### src/rtl/cache_controller_pkg.sv
// Shared geometry, address field layout and FSM encoding for the cache controller.
package cache_pkg;

   localparam int ADDR_W         = 10;
   localparam int WORD_W         = 32;
   localparam int WORDS_PER_LINE = 4;
   localparam int NUM_LINES      = 4;

   localparam int BYTE_OFF_W  = 2;
   localparam int WORD_SEL_W  = $clog2(WORDS_PER_LINE);
   localparam int INDEX_W     = $clog2(NUM_LINES);
   localparam int LINE_OFF_W  = WORD_SEL_W + BYTE_OFF_W;
   localparam int TAG_W       = ADDR_W - INDEX_W - LINE_OFF_W;
   localparam int LINE_ADDR_W = ADDR_W - LINE_OFF_W;
   localparam int LINE_W      = WORD_W * WORDS_PER_LINE;

   // Bit offsets of each field inside a byte address.
   localparam int BYTE_LSB  = 0;
   localparam int WORD_LSB  = BYTE_OFF_W;
   localparam int INDEX_LSB = LINE_OFF_W;
   localparam int TAG_LSB   = LINE_OFF_W + INDEX_W;

   typedef enum logic [1:0] {
      ST_COMPARE    = 2'd0,
      ST_WRITE_BACK = 2'd1,
      ST_ALLOCATE   = 2'd2
   } cache_state_e;

   // Load-byte result: the selected byte sign-extended to a full word.
   function automatic logic [WORD_W-1:0] sext_byte(input logic [7:0] b);
      return {{(WORD_W-8){b[7]}}, b};
   endfunction

endpackage

### src/rtl/cache_controller_if.sv
// CPU request bus and block-wide memory bus of the cache controller.
//
// Handshakes: the CPU raises request with stable read_write/if_lb/address/
// write_data and holds them until hit_miss=1 is seen in the same cycle; the
// request completes at that rising edge. On the memory side the controller
// holds mem_req/mem_we/mem_addr/mem_wdata stable for the whole transaction,
// and the memory ends it with a single-cycle mem_ready pulse (carrying
// mem_rdata on a fill).
interface cache_cpu_if;
   import cache_pkg::*;

   logic                request;
   logic                read_write;
   logic                if_lb;
   logic [ADDR_W-1:0]   address;
   logic [WORD_W-1:0]   write_data;
   logic                hit_miss;
   logic [WORD_W-1:0]   read_data;

   modport master (
      output request, read_write, if_lb, address, write_data,
      input  hit_miss, read_data
   );

   modport slave (
      input  request, read_write, if_lb, address, write_data,
      output hit_miss, read_data
   );
endinterface

interface cache_mem_if;
   import cache_pkg::*;

   logic                   mem_req;
   logic                   mem_we;
   logic [LINE_ADDR_W-1:0] mem_addr;
   logic [LINE_W-1:0]      mem_wdata;
   logic [LINE_W-1:0]      mem_rdata;
   logic                   mem_ready;

   modport master (
      output mem_req, mem_we, mem_addr, mem_wdata,
      input  mem_rdata, mem_ready
   );

   modport slave (
      input  mem_req, mem_we, mem_addr, mem_wdata,
      output mem_rdata, mem_ready
   );
endinterface

### src/rtl/cache_controller_line_array.sv
// Tag/valid/dirty state and line storage, asynchronously read at one index.
// Valid/dirty are cleared by reset; tags and data are deliberately not reset.
module cache_line_array
   import cache_pkg::*;
(
   input  logic                  clk,
   input  logic                  rst_n,
   input  logic [INDEX_W-1:0]    index_i,
   output logic                  rd_valid_o,
   output logic                  rd_dirty_o,
   output logic [TAG_W-1:0]      rd_tag_o,
   output logic [LINE_W-1:0]     rd_line_o,
   input  logic                  wr_word_en_i,
   input  logic [WORD_SEL_W-1:0] wr_word_sel_i,
   input  logic [WORD_W-1:0]     wr_word_i,
   input  logic                  fill_en_i,
   input  logic [TAG_W-1:0]      fill_tag_i,
   input  logic [LINE_W-1:0]     fill_line_i
);

   logic [NUM_LINES-1:0] valid_q;
   logic [NUM_LINES-1:0] dirty_q;
   logic [TAG_W-1:0]     tag_q  [NUM_LINES];
   logic [LINE_W-1:0]    data_q [NUM_LINES];

   // Valid/dirty bookkeeping: fill makes a line clean, a word write dirties it.
   always_ff @(posedge clk) begin
      if (!rst_n) begin
         valid_q <= '0;
         dirty_q <= '0;
      end else if (fill_en_i) begin
         valid_q[index_i] <= 1'b1;
         dirty_q[index_i] <= 1'b0;
      end else if (wr_word_en_i) begin
         dirty_q[index_i] <= 1'b1;
      end
   end

   // Tag and data storage; updates are suppressed on a reset edge so an
   // abandoned fill leaves no trace.
   always_ff @(posedge clk) begin
      if (rst_n && fill_en_i) begin
         tag_q[index_i]  <= fill_tag_i;
         data_q[index_i] <= fill_line_i;
      end else if (rst_n && wr_word_en_i) begin
         data_q[index_i][wr_word_sel_i*WORD_W +: WORD_W] <= wr_word_i;
      end
   end

   // Asynchronous read of the addressed entry.
   always_comb begin
      rd_valid_o = valid_q[index_i];
      rd_dirty_o = dirty_q[index_i];
      rd_tag_o   = tag_q[index_i];
      rd_line_o  = data_q[index_i];
   end

endmodule

### src/rtl/cache_controller.sv
// Write-back, write-allocate, direct-mapped cache controller. Hits complete
// combinationally in COMPARE; misses write back a dirty victim, fill the line,
// and return to COMPARE where the held request re-evaluates as a hit.
module cache_controller
   import cache_pkg::*;
(
   input  logic          clock,
   input  logic          reset_n,
   cache_cpu_if.slave    cpu,
   cache_mem_if.master   mem,
   output cache_state_e  dbg_state_o
);

   cache_state_e state_q, state_d;

   logic [TAG_W-1:0]      req_tag;
   logic [INDEX_W-1:0]    req_index;
   logic [WORD_SEL_W-1:0] req_word;
   logic [BYTE_OFF_W-1:0] req_byte;

   logic                  line_valid;
   logic                  line_dirty;
   logic [TAG_W-1:0]      line_tag;
   logic [LINE_W-1:0]     line_data;
   logic [WORD_W-1:0]     sel_word;
   logic [7:0]            sel_byte;
   logic                  hit;

   logic                  wr_word_en;
   logic                  fill_en;

   assign req_tag   = cpu.address[TAG_LSB   +: TAG_W];
   assign req_index = cpu.address[INDEX_LSB +: INDEX_W];
   assign req_word  = cpu.address[WORD_LSB  +: WORD_SEL_W];
   assign req_byte  = cpu.address[BYTE_LSB  +: BYTE_OFF_W];

   assign sel_word = line_data[req_word*WORD_W +: WORD_W];
   assign sel_byte = sel_word[req_byte*8 +: 8];
   assign hit      = cpu.request && line_valid && (line_tag == req_tag);

   assign dbg_state_o = state_q;

   cache_line_array u_lines (
      .clk           (clock),
      .rst_n         (reset_n),
      .index_i       (req_index),
      .rd_valid_o    (line_valid),
      .rd_dirty_o    (line_dirty),
      .rd_tag_o      (line_tag),
      .rd_line_o     (line_data),
      .wr_word_en_i  (wr_word_en),
      .wr_word_sel_i (req_word),
      .wr_word_i     (cpu.write_data),
      .fill_en_i     (fill_en),
      .fill_tag_i    (req_tag),
      .fill_line_i   (mem.mem_rdata)
   );

   // State register; reset abandons any memory transaction.
   always_ff @(posedge clock) begin
      if (!reset_n) begin
         state_q <= ST_COMPARE;
      end else begin
         state_q <= state_d;
      end
   end

   // Next-state: a miss picks write-back only for a valid dirty victim.
   always_comb begin
      state_d = state_q;
      case (state_q)
         ST_COMPARE: begin
            if (cpu.request && !hit) begin
               state_d = (line_valid && line_dirty) ? ST_WRITE_BACK : ST_ALLOCATE;
            end
         end
         ST_WRITE_BACK: begin
            if (mem.mem_ready) state_d = ST_ALLOCATE;
         end
         ST_ALLOCATE: begin
            if (mem.mem_ready) state_d = ST_COMPARE;
         end
         default: state_d = ST_COMPARE;
      endcase
   end

   // Outputs: hit response and word write in COMPARE, memory bus otherwise.
   always_comb begin
      cpu.hit_miss  = 1'b0;
      cpu.read_data = '0;
      mem.mem_req   = 1'b0;
      mem.mem_we    = 1'b0;
      mem.mem_addr  = '0;
      mem.mem_wdata = '0;
      wr_word_en    = 1'b0;
      fill_en       = 1'b0;
      case (state_q)
         ST_COMPARE: begin
            if (hit) begin
               cpu.hit_miss = 1'b1;
               if (cpu.read_write) begin
                  wr_word_en = 1'b1;
               end else begin
                  cpu.read_data = cpu.if_lb ? sext_byte(sel_byte) : sel_word;
               end
            end
         end
         ST_WRITE_BACK: begin
            mem.mem_req   = 1'b1;
            mem.mem_we    = 1'b1;
            mem.mem_addr  = {line_tag, req_index};
            mem.mem_wdata = line_data;
         end
         ST_ALLOCATE: begin
            mem.mem_req  = 1'b1;
            mem.mem_we   = 1'b0;
            mem.mem_addr = {req_tag, req_index};
            fill_en      = mem.mem_ready;
         end
         default: ;
      endcase
   end

endmodule

### src/flat_wrapper.sv
// flat-port wrapper written by rule: the top's interface ports become plain ports
module cache_controller_flat import cache_pkg::*;
  (clock, reset_n, dbg_state_o, cpu_request, cpu_read_write, cpu_if_lb, cpu_address, cpu_write_data, cpu_hit_miss, cpu_read_data, mem_mem_req, mem_mem_we, mem_mem_addr, mem_mem_wdata, mem_mem_rdata, mem_mem_ready);
  cache_cpu_if cpu_i ();
  cache_mem_if mem_i ();
  input  logic clock;
  input  logic reset_n;
  output cache_state_e dbg_state_o;
  input wire logic [$bits(cpu_i.request)-1:0] cpu_request;
  input wire logic [$bits(cpu_i.read_write)-1:0] cpu_read_write;
  input wire logic [$bits(cpu_i.if_lb)-1:0] cpu_if_lb;
  input wire logic [$bits(cpu_i.address)-1:0] cpu_address;
  input wire logic [$bits(cpu_i.write_data)-1:0] cpu_write_data;
  output wire logic [$bits(cpu_i.hit_miss)-1:0] cpu_hit_miss;
  output wire logic [$bits(cpu_i.read_data)-1:0] cpu_read_data;
  output wire logic [$bits(mem_i.mem_req)-1:0] mem_mem_req;
  output wire logic [$bits(mem_i.mem_we)-1:0] mem_mem_we;
  output wire logic [$bits(mem_i.mem_addr)-1:0] mem_mem_addr;
  output wire logic [$bits(mem_i.mem_wdata)-1:0] mem_mem_wdata;
  input wire logic [$bits(mem_i.mem_rdata)-1:0] mem_mem_rdata;
  input wire logic [$bits(mem_i.mem_ready)-1:0] mem_mem_ready;
  assign cpu_i.request = cpu_request;
  assign cpu_i.read_write = cpu_read_write;
  assign cpu_i.if_lb = cpu_if_lb;
  assign cpu_i.address = cpu_address;
  assign cpu_i.write_data = cpu_write_data;
  assign cpu_hit_miss = cpu_i.hit_miss;
  assign cpu_read_data = cpu_i.read_data;
  assign mem_mem_req = mem_i.mem_req;
  assign mem_mem_we = mem_i.mem_we;
  assign mem_mem_addr = mem_i.mem_addr;
  assign mem_mem_wdata = mem_i.mem_wdata;
  assign mem_i.mem_rdata = mem_mem_rdata;
  assign mem_i.mem_ready = mem_mem_ready;
  cache_controller u_core (.clock(clock), .reset_n(reset_n), .cpu(cpu_i), .mem(mem_i), .dbg_state_o(dbg_state_o));
endmodule
### config.mk
export PLATFORM = sky130hd
export DESIGN_NAME = cache_controller_flat
export DESIGN_NICKNAME = d
export VERILOG_FILES = /design/src/rtl/cache_controller_pkg.sv /design/src/rtl/cache_controller_if.sv /design/src/rtl/cache_controller_line_array.sv /design/src/rtl/cache_controller.sv /design/src/flat_wrapper.sv
export SDC_FILE = /design/constraint.sdc
export NUM_CORES = 1
export LEC_CHECK = 0
export BUFFER_PORTS_ARGS = -buffer_cell sky130_fd_sc_hd__clkbuf_2
export CAP_MARGIN = 20
export CORE_ASPECT_RATIO = 2
export CORE_MARGIN = 2
export CORE_UTILIZATION = 55
export DETAILED_ROUTE_END_ITERATION = 12
export PLACE_DENSITY = 0.77
export SLEW_MARGIN = 20
export SYNTH_ARGS = -nofsm -noshare
export SYNTH_HDL_FRONTEND = slang
export SYNTH_SLANG_ARGS = --single-unit
### constraint.sdc
create_clock -name clock -period 4.6 [get_ports clock]
set_input_delay 0.23 -clock clock [delete_from_list [all_inputs] [get_ports clock]]
set_output_delay 0.23 -clock clock [all_outputs]
set_load 0.01 [all_outputs]
==> results of run 1 <==
-- what timing repair did --
action,CTS,global route
hold endpoints to repair,16,0
hold buffers,4,0
buffers inserted,0,0
setup endpoints to repair,0,0
-- synth_stat cells (3+ instances only) --
cell / n
nand2b_1: 3
o21bai_1: 4
nor3_1: 6
buf_6: 7
nand2_1: 263
a21oi_1: 44
and2_1: 85
mux4_2: 135
nor4_1: 7
o22a_1: 7
clkbuf_1: 66
nand4_1: 6
nor3_2: 3
and3_1: 44
xor2_1: 4
or3_1: 6
edfxtp_1: 528
or2_2: 5
mux2_2: 6
a32oi_1: 7
a22oi_1: 28
buf_2: 39
ha_1: 8
inv_1: 138
a31oi_1: 13
nor4_2: 18
nor2b_1: 10
nor2_1: 20
nor3b_1: 3
buf_1: 17
o221a_2: 4
nand3_1: 8
a21o_1: 3
mux2i_1: 236
o211a_1: 6
dfxtp_1: 10
-- state kept, by name (all words and copies together) (netlist names), named ones only --
signal	flops
u_core.u_lines.tag_q	16
u_core.u_lines.valid_q	4
u_core.dbg_state_o	2
u_core.u_lines.data_q	512
-- area by class of cell --
cell class / count / area, sq um
diodes: 1 / 2.50
clock buffers: 55 / 1160
clock inverters: 27 / 244
fillers: 3465 / 16800
inverters: 139 / 522
multi-input cells: 1005 / 9200
flip-flops and latches: 538 / 16100
well taps: 632 / 791
repair buffers: 404 / 2430
-- critical path, delay by kind of cell, from the launching register on --
kind	cells	cell delay, ns
and+or+nand+nor	3	1.84
muxes	1	0.49
DFF	1	0.38
buffers and inverters	1	0.25
xor gates and xnor gates	1	0.18
-- per-stage QoR --
step           setup WS, ns  std cells  util (%)  hold WS, ns  cell area (sq um)
3_5_place_dp          0.926       2714      61.3        0.456              29000
5_1_grt               0.556       2801      64.4       0.0604              30400
3_3_place_gp           1.00       2714      61.3        0.428              29000
6_report              0.640       2801      64.4       0.0537              30400
4_1_cts               0.682       2800      64.4       0.0354              30400
2_1_floorplan         0.420       1813         -        0.329              26100
-- metal layers --
layer | part of all wire [%] | routed length [um]
met5 | 0.029 | 23
met3 | 11 | 8460
met2 | 48 | 37900
met1 | 35 | 27400
met4 | 5.8 | 4560
-- worst max path at each step --
| stage | from | end | cells after the start |
|---|---|---|---|
| after floorplan | cpu_address[4] | u_core.u_lines.data_q[0][32] | 8 |
| after global placement | cpu_address[4] | u_core.u_lines.data_q[2][17] | 8 |
| after detailed placement | cpu_address[4] | u_core.u_lines.data_q[2][19] | 8 |
| after CTS | u_core.u_lines.tag_q[2][1] | cpu_read_data[30] | 6 |
| after global routing | u_core.u_lines.tag_q[2][1] | cpu_read_data[30] | 6 |
| final | u_core.u_lines.tag_q[0][1] | cpu_read_data[30] | 6 |
-- report_power, final --
part	switching [mW]	total, mW	leakage, nW	internal (mW)
Clock	1.75	3.75	0.695	1.99
Sequential	0.0207	5.47	4.84	5.45
Combinational	0.632	0.990	5.81	0.358
Total	2.41	10.2	11.3	7.80
-- logic make-up (layout without fill, tap and decap cells) --
logic type      Yosys count  count (layout)  share of synthesized area [%]
compound gates          127             127                           3.35
simple gates            489             489                           9.47
mux                     377             377                           20.9
other cells               0               1                              0
flops                   538             538                           61.4
buf+inv                 270             625                           4.29
xor+xnor                  4               4                          0.134
fa+ha+maj                 8               8                          0.383
==> reports/results.ini, run 1 <==
[run_status]
outcome = finished, final reports clean

[clock_network]
ctsResizeCount = 0
cts_buffers = 45
cts.sinks = 538
tritoncts = yes
htreeDepth = 2
insertion_delay_ns = 0.59
cts-root-buf = clkbuf_16
cts.reportedPaths.clkPinSlew_ns = 0.07
clockBufferDepth = 3

[routing]
drt_iter0_drc = 2188
wire_per_inst_um = 28.0
antenna_left = 0
drc = 0
vias = 17700
wirelength_um = 78300
vias_per_cell = 6.30
first_pass_iters = 6

[critical_path]
worstSetupStartpointType = register
crit_chain = mux4_2 -> xor2_1 -> or3_1 -> or4_4 -> nor4_1 -> clkbuf_2
cp_slowest_cell = or4_4
ff2ff_path_depth = 6
crit_path_end_kind = primary output
max_stage_delay_ns = 0.78
cp.required_ns = 4.37
ff2ff_setup_slack_ns = 1.13
rr_endpoint = u_core.u_lines.data_q[1][24]
crit_type = reg2out
r2r_start = u_core.u_lines.tag_q[2][3]
path_max_fanout = 32
critPathArrivalTime_ns = 3.73

[logic_synthesis]
synth_edf_count = 528
netlist_area_sq_um = 26100
async_flop_share_pct = 0
synth_area_leaders = edfxtp_1 (61%), mux4_2 (12%), mux2i_1 (9.0%)
yosysTopAreaCell = edfxtp_1
netlist_instances = 1813
ys_ff_latch = 538
ys.flop_type = edfxtp_1
avgSynthCellArea_sq_um = 14.4
ys_seq_area_share_pct = 61.4
netlist.area_leader.share_pct = 60.7
yosys_warnings = 0
synth.distinct_cells = 48
synth_fp_nets = 1997

[floorplan]
start_util_pct = 55.3
ioPinCount = 347
fp.dieH_um = 312
die_w_um = 158
dieArea_sq_um = 49400
rows = 113
core_area_sq_um = 47200

[global_routing]
grt_pass1_vias = 17400
busiest_layer = met2
grt_use_met2_pct = 51.4
grt_pass1_wl_um = 112000
met3_usage_pct = 6.45
grt_usage_pct = 31.8
grt_overflow = 0
grt_max_degree = 115
antenna_found_initial = 3
grt_util_met1_pct = 40.9

[timing]
tightest_slew_ns = 1.00
skew_ns = 0.0169
fin_tns_setup_ns = 0
slew_headroom_pct = 33.0
hold_viol = 0
finalCritPeriodShare_pct = 86.1
period_minus_slack_ns = 3.96
fmax_mhz = 253
finalSetupViolations = 0
rsz0062_at_grt = false
slew_violations = 0

[power_and_ir_drop]
power_density_nw_per_um2 = 336
p_total_mw = 10.2
vdd_drop_max_v = 0.000335
p_leak_nw = 11.3

[final_layout]
area_delta_synth_final_pct = 16.4
drive_above_1_share_pct = 30.7
layout_commonest_cell = edfxtp_1
final_cell_mix = edfxtp_1 (528), clkbuf_2 (344), nand2_1 (263)
layout.nets = 2317

[place]
gp_congestion = 0.874
dp_hpwl_um = 55000
port_buffers = 346

[run]
cap_violations = 0

[hold_path]
min_path_cells = 3
holdPathEnd = u_core.u_lines.data_q[1][52]
hold_path.class = in2reg
hp-start = mem_mem_rdata[52]

Note: power is estimated with default switching activity, not from simulation.
==> run 2, diff against run 1 <==
- CTS_BUF_LIST: not set -> sky130_fd_sc_hd__clkbuf_16
- MAX_ROUTING_LAYER: not set -> met4
==> run 2 against run 1 <==
Net effect:
- non-clock buffer count is the same
- clock power is essentially flat
- largest power group unchanged
- clock skew grew 0.0020 ns
- total power shrank 0.11%
- clock-buffer cell count shrank 10
- global-route usage grew 1.0 points
- setup slack gained 0.035 ns
- sequential power is essentially flat
- critical endpoint unchanged
==> reports/results.ini, run 2 (same netlist as run 1, synthesis figures left out) <==
[clock_network]
htreeDepth = 2  ; unchanged
cts-root-buf = clkbuf_16  ; unchanged
insertion_delay_ns = 0.59  ; about the same
tritoncts = yes  ; unchanged
clockBufferDepth = 3  ; unchanged
ctsResizeCount = 0  ; unchanged
cts.reportedPaths.clkPinSlew_ns = 0.07  ; about the same
cts_buffers = 45  ; unchanged
ctsHoldBuffers = 4  ; unchanged
post-cts-setup-buffers = 0  ; unchanged
cts.sinks = 538  ; unchanged

[timing]
rsz0062_at_grt = false  ; unchanged
slew_headroom_pct = 32.0  ; was 33.0%
slew_violations = 0  ; unchanged
tightest_slew_ns = 1.02  ; was 1.00 ns
hold_viol = 0  ; unchanged
finalSetupViolations = 0  ; unchanged
skew_ns = 0.0189  ; was 0.0169 ns
fmax_mhz = 255  ; was 253 MHz
finalCritPeriodShare_pct = 85.3  ; was 86.1%
period_minus_slack_ns = 3.92  ; was 3.96 ns
fin_tns_setup_ns = 0  ; unchanged

[floorplan]
rows = 113  ; unchanged
core_area_sq_um = 47200  ; unchanged
die_w_um = 158  ; unchanged
ioPinCount = 347  ; unchanged
start_util_pct = 55.3  ; unchanged
dieArea_sq_um = 49400  ; unchanged
fp.dieH_um = 312  ; unchanged

[global_routing]
antenna_found_initial = 3  ; unchanged
grt_overflow = 0  ; unchanged
grt_usage_pct = 32.8  ; was 31.8%
grt_pass1_wl_um = 113000  ; was 112,000 um
grt_max_degree = 115  ; unchanged
grt_pass1_vias = 17400  ; about the same

[final_layout]
reg_top3 = u_core.u_lines.data_q: 512 flops, u_core.u_lines.tag_q: 16 flops, u_core.u_lines.valid_q: 4 flops  ; unchanged
largest_reg_flops = 512  ; unchanged
layout_commonest_cell = edfxtp_1  ; unchanged
area_delta_synth_final_pct = 16.4  ; about the same
final_util_pct = 64.4  ; about the same
fillCellCount = 3465  ; unchanged
final_cell_mix = edfxtp_1 (528), clkbuf_2 (344), nand2_1 (263)  ; unchanged
layout.nets = 2317  ; unchanged
drive_above_1_share_pct = 30.7  ; unchanged
regMostFlops = u_core.u_lines.data_q  ; unchanged

[critical_path]
cp.required_ns = 4.37  ; about the same
crit_path_end_kind = primary output  ; unchanged
path_max_fanout = 32  ; unchanged
crit_type = reg2out  ; unchanged
worstSetupStartpointType = register  ; unchanged
critPathArrivalTime_ns = 3.69  ; was 3.73 ns

[power_and_ir_drop]
p_leak_nw = 11.4  ; was 11.3 nW
power_density_nw_per_um2 = 335  ; was 336 nW/um^2
vdd_drop_max_v = 0.000336  ; was 0.000335 V

[place]
gp_congestion = 0.889  ; was 0.874
port_buffers = 346  ; unchanged
dp_hpwl_um = 55000  ; unchanged

[routing]
drt_iter0_drc = 2114  ; was 2,188
wirelength_um = 78500  ; was 78,300 um
vias = 17700  ; about the same
wire_per_inst_um = 28.0  ; about the same
vias_per_cell = 6.32  ; was 6.30
drc = 0  ; unchanged
first_pass_iters = 5  ; was 6
antenna_left = 0  ; unchanged

[hold_path]
hold_path.class = in2reg  ; unchanged

[run]
cap_violations = 0  ; unchanged

[run_status]
outcome = finished, final reports clean  ; unchanged

run 2: cell type report:
class	count	area [sq um]	area share, %
clock buffer	45	1130	3.70
clock inverter	37	282	0.925
sequential	538	16100	52.8
antenna	3	7.51	0.0247
multi-input combinational	1005	9200	30.3
inverter	139	522	1.72
timing repair buffer	404	2430	8.00
tap	632	791	2.60
run 2: final timing paths:
kind	from	to	slack, ns	cells after the start
max	u_core.u_lines.tag_q[0][1]	cpu_read_data[30]	0.68	6
min	mem_mem_rdata[52]	u_core.u_lines.data_q[1][52]	0.06	3
max reg2reg	u_core.u_lines.tag_q[2][3]	u_core.u_lines.data_q[1][24]	1.14	6
min reg2reg	u_core.u_lines.valid_q[1]	u_core.u_lines.valid_q[1]	0.47	1
run 2: metrics by stage:
stage | setup WS [ns] | power [mW] | instance area, sq um | instances | hold slack, ns
2_1_floorplan | 0.420 | 6.14 | 26100 | 1813 | 0.329
3_3_place_gp | 1.00 | 6.53 | 29000 | 2714 | 0.428
3_5_place_dp | 0.926 | 6.55 | 29000 | 2714 | 0.456
4_1_cts | 0.682 | 10.2 | 30400 | 2800 | 0.0354
5_1_grt | 0.559 | 10.4 | 30400 | 2803 | 0.0605
6_report | 0.675 | 10.2 | 30400 | 2803 | 0.0561
run 2: where the power goes:
part | internal, mW | total [mW] | switching [mW]
sequential | 5.45 | 5.47 | 0.0207
combinational | 0.358 | 0.993 | 0.635
clock | 1.97 | 3.73 | 1.76
total | 7.78 | 10.2 | 2.42
run 2: critical path: stages, from the launching register on:
cell and delay, ns:
edfxtp_1 0.38, mux4_2 0.49, xor2_1 0.18, or3_1 0.41, or4_4 0.77, nor4_1 0.62, clkbuf_2 0.24
run 2: routing by layer:
layer	up-vias	routed length, um	global-route usage [%]
met5	-	0	-
met4	0	4170	16.0
met3	218	8400	5.84
met2	1327	38300	51.6
met1	8742	27700	41.4
li1	7422	-	-
==> run 3, diff against run 2 <==
- CORE_UTILIZATION: 55 -> 53
- clock period: 4.6 -> 3.3 ns (I/O delays scaled with it)
==> run 3 against run 2 <==
Net effect:
- the flow now finishes with violations (setup timing)
- combinational power rose by 48%
- highest routed layer unchanged
- utilization fell by 0.87 points
- critical endpoint is now cpu_read_data[10]
- via count rose by 2.0%
- sequential cell count did not move
- clock power rose by 45%
- clock-buffer cell count rose by 1
- register-to-register slack got worse by 1.1 ns
- critical path type unchanged
- global-route usage fell by 0.50 points
- final cell count rose by 1.8%
- wire length rose by 3.5%
==> reports/results.ini, run 3 (same netlist as run 1, synthesis figures left out) <==
[critical_path]
cp-endpoint = cpu_read_data[10]  ; was cpu_read_data[30]
critPathArrivalTime_ns = 3.14  ; was 3.69 ns
ff2ff_path_depth = 7  ; was 6
startpoint = u_core.u_lines.tag_q[3][3]  ; was u_core.u_lines.tag_q[0][1]
cp.depth = 7  ; was 6
rr_endpoint = u_core.u_lines.data_q[3][61]  ; was u_core.u_lines.data_q[1][24]
max_stage_delay_ns = 0.50  ; was 0.77 ns
cp.required_ns = 3.13  ; was 4.37 ns
path_max_fanout = 16  ; was 32
worstSetupStartpointType = register  ; unchanged
critPathTopFamily = simple AND/OR/NAND/NOR gates  ; unchanged
ff2ff_setup_slack_ns = 0.06  ; was 1.14 ns
r2r_start = u_core.u_lines.tag_q[3][2]  ; was u_core.u_lines.tag_q[2][3]
cp.buffers_inverters = 2  ; was 1
cp_slowest_cell = mux4_2  ; was or4_4
crit_type = reg2out  ; unchanged
crit_path_end_kind = primary output  ; unchanged
crit_chain = mux4_2 -> xor2_1 -> or3_4 -> or4_4 -> buf_12 -> nor4_2 -> clkbuf_2  ; was mux4_2 -> xor2_1 -> or3_1 -> or4_4 -> nor4_1 -> clkbuf_2

[place]
place_worst_setup_slack_ns = 0.127  ; was 0.926 ns
dp_hpwl_um = 57100  ; was 55,000 um
dpl_cell_area_sq_um = 29400  ; was 29,000 sq um
gp_congestion = 0.917  ; was 0.889
port_buffers = 346  ; unchanged

[final_layout]
layout.nets = 2364  ; was 2,317
multiInputGateArea_sq_um = 9300  ; was 9200 sq um
n_antenna_cell = 0  ; was 3
fin_area_sq_um = 31100  ; was 30,400 sq um
final_cell_mix = edfxtp_1 (528), clkbuf_2 (331), nand2_1 (263)  ; was edfxtp_1 (528), clkbuf_2 (344), nand2_1 (263)
regMostFlops = u_core.u_lines.data_q  ; unchanged
reg_top3 = u_core.u_lines.data_q: 512 flops, u_core.u_lines.tag_q: 16 flops, u_core.u_lines.valid_q: 4 flops  ; unchanged
area_delta_synth_final_pct = 19.0  ; was 16.4%
fillCellCount = 3569  ; was 3,465
layout_commonest_cell = edfxtp_1  ; unchanged
area.sequential_sq_um = 16100  ; unchanged
drive_above_1_share_pct = 32.2  ; was 30.7%
largest_reg_flops = 512  ; unchanged

[power_and_ir_drop]
p_switching_mw = 3.36  ; was 2.42 mW
vdd_drop_max_v = 0.000392  ; was 0.000336 V
p_leak_nw = 11.7  ; was 11.4 nW
clockPowerShare_pct = 37.3  ; was 36.6%
swShare_pct = 23.2  ; was 23.7%
p_int_mw = 11.1  ; was 7.78 mW
power_density_nw_per_um2 = 466  ; was 335 nW/um^2
p_comb_share_pct = 10.1  ; was 9.7%
seqPwrFrac_pct = 52.6  ; was 53.7%

[timing]
finalSetupViolations = 2  ; was 0
slew_violations = 0  ; unchanged
rsz0062_at_grt = true  ; was false
period_minus_slack_ns = 3.31
hold_viol = 0  ; unchanged
finalCritPeriodShare_pct = 100
skew_ns = 0.0324  ; was 0.0189 ns
fmax_mhz = 302
worst_slack_ns = -0.00960  ; was 0.675 ns
tightest_slew_ns = 0.761  ; was 1.02 ns
slew_headroom_pct = 49.3  ; was 32.0%

[floorplan]
die_w_um = 161  ; was 158 um
ioPinCount = 347  ; unchanged
fp.dieH_um = 318  ; was 312 um
core_area_sq_um = 48900  ; was 47,200 sq um
start_util_pct = 53.4  ; was 55.3%
dieArea_sq_um = 51200  ; was 49,400 sq um
rows = 115  ; was 113

[global_routing]
grt_usage_pct = 32.3  ; was 32.8%
grt_pass1_wl_um = 116000  ; was 113,000 um
grt_overflow = 0  ; unchanged
antenna_found_initial = 0  ; was 3
grt_max_degree = 82  ; was 115
grt_pass1_vias = 17600  ; was 17,400

[routing]
first_pass_iters = 6  ; was 5
vias = 18100  ; was 17,700
antenna_left = 0  ; unchanged
vias_per_cell = 6.33  ; was 6.32
drc = 0  ; unchanged
drt_iter0_drc = 2580  ; was 2,114
wire_per_inst_um = 28.5  ; was 28.0 um
wirelength_um = 81300  ; was 78,500 um

[clock_network]
cts.sinks = 538  ; unchanged
cts-root-buf = clkbuf_16  ; unchanged
insertion_delay_ns = 0.58  ; was 0.59 ns
htreeDepth = 2  ; unchanged
cts.reportedPaths.clkPinSlew_ns = 0.07  ; about the same
clockBufferDepth = 3  ; unchanged
cts_buffers = 46  ; was 45
tritoncts = yes  ; unchanged

[run_status]
outcome = finished with violations  ; was finished, final reports clean
violations = setup timing

[hold_path]
min_path_cells = 3  ; unchanged
hp-start = mem_mem_rdata[8]  ; was mem_mem_rdata[52]
hold_path.class = in2reg  ; unchanged

[run]
cap_violations = 0  ; unchanged

[run 3: tightest hold or removal path: cells and delay by family]
| family | cells | cell delay [ns] |
|---|---|---|
| buffers and inverters | 2 | 0.12 |
| multiplexers | 1 | 0.11 |
[run 3: worst min path at each step]
stage	endpoint	slack, ns
3_3_place_gp	u_core.u_lines.valid_q[3]	0.43
5_1_grt	u_core.u_lines.data_q[1][44]	0.03
2_1_floorplan	u_core.u_lines.tag_q[0][0]	0.26
6_report	u_core.u_lines.data_q[1][8]	0.01
4_1_cts	u_core.u_lines.data_q[0][125]	0.001
3_5_place_dp	u_core.u_lines.valid_q[3]	0.43
[run 3: per-stage QoR]
| step | utilization (%) | setup TNS, ns | total power, mW | hold WS [ns] | instances |
|---|---|---|---|---|---|
| after CTS | 63.4 | -0.00706 | 14.5 | 0.00125 | 2854 |
| after global routing | 63.5 | -0.713 | 14.8 | 0.0292 | 2854 |
| final | 63.5 | -0.0165 | 14.5 | 0.0125 | 2854 |
| after global placement | 60.2 | 0 | 9.16 | 0.432 | 2766 |
| after floorplan | - | -97.12 | 8.57 | 0.264 | 1813 |
| after detailed placement | 60.2 | 0 | 9.19 | 0.434 | 2766 |
[run 3: what timing repair did]
item                                    4_1_cts  5_1_grt
pin swaps                                     1        2
cloned                                        1        0
resized for setup                             7       19
hold buffers                                  7        0
endpoints found under the hold margin        25        0
buffers inserted                              1        0
endpoints found under the setup margin       32       20
[run 3: power groups by stage]
stage | logic (mW) | registers (mW) | clock network [mW]
after floorplan | 0.798 | 7.77 | 0
after global placement | 1.39 | 7.77 | 0
after detailed placement | 1.42 | 7.77 | 0
after CTS | 1.44 | 7.63 | 5.41
after global routing | 1.54 | 7.63 | 5.64
final | 1.47 | 7.63 | 5.40
[run 3: cell type report]
class	instances	share of cell area, %
well taps	643	2.59
inverters	139	1.68
clock buffers	46	3.70
flip-flops and latches	538	51.6
multi-input cells	1006	29.9
repair buffers	449	9.46
clock inverters	33	1.01
[run 3: layer usage]
| metal | vias to the layer above | GRT usage, % | wire, um | part of all wire [%] |
|---|---|---|---|---|
| met1 | 8919 | 43.2 | 29300 | 36 |
| met2 | 1418 | 49.5 | 38400 | 47 |
| met5 | - | - | 0 | 0 |
| met4 | 0 | 14.1 | 4100 | 5.0 |
| li1 | 7515 | - | - | - |
| met3 | 219 | 5.22 | 9490 | 12 |
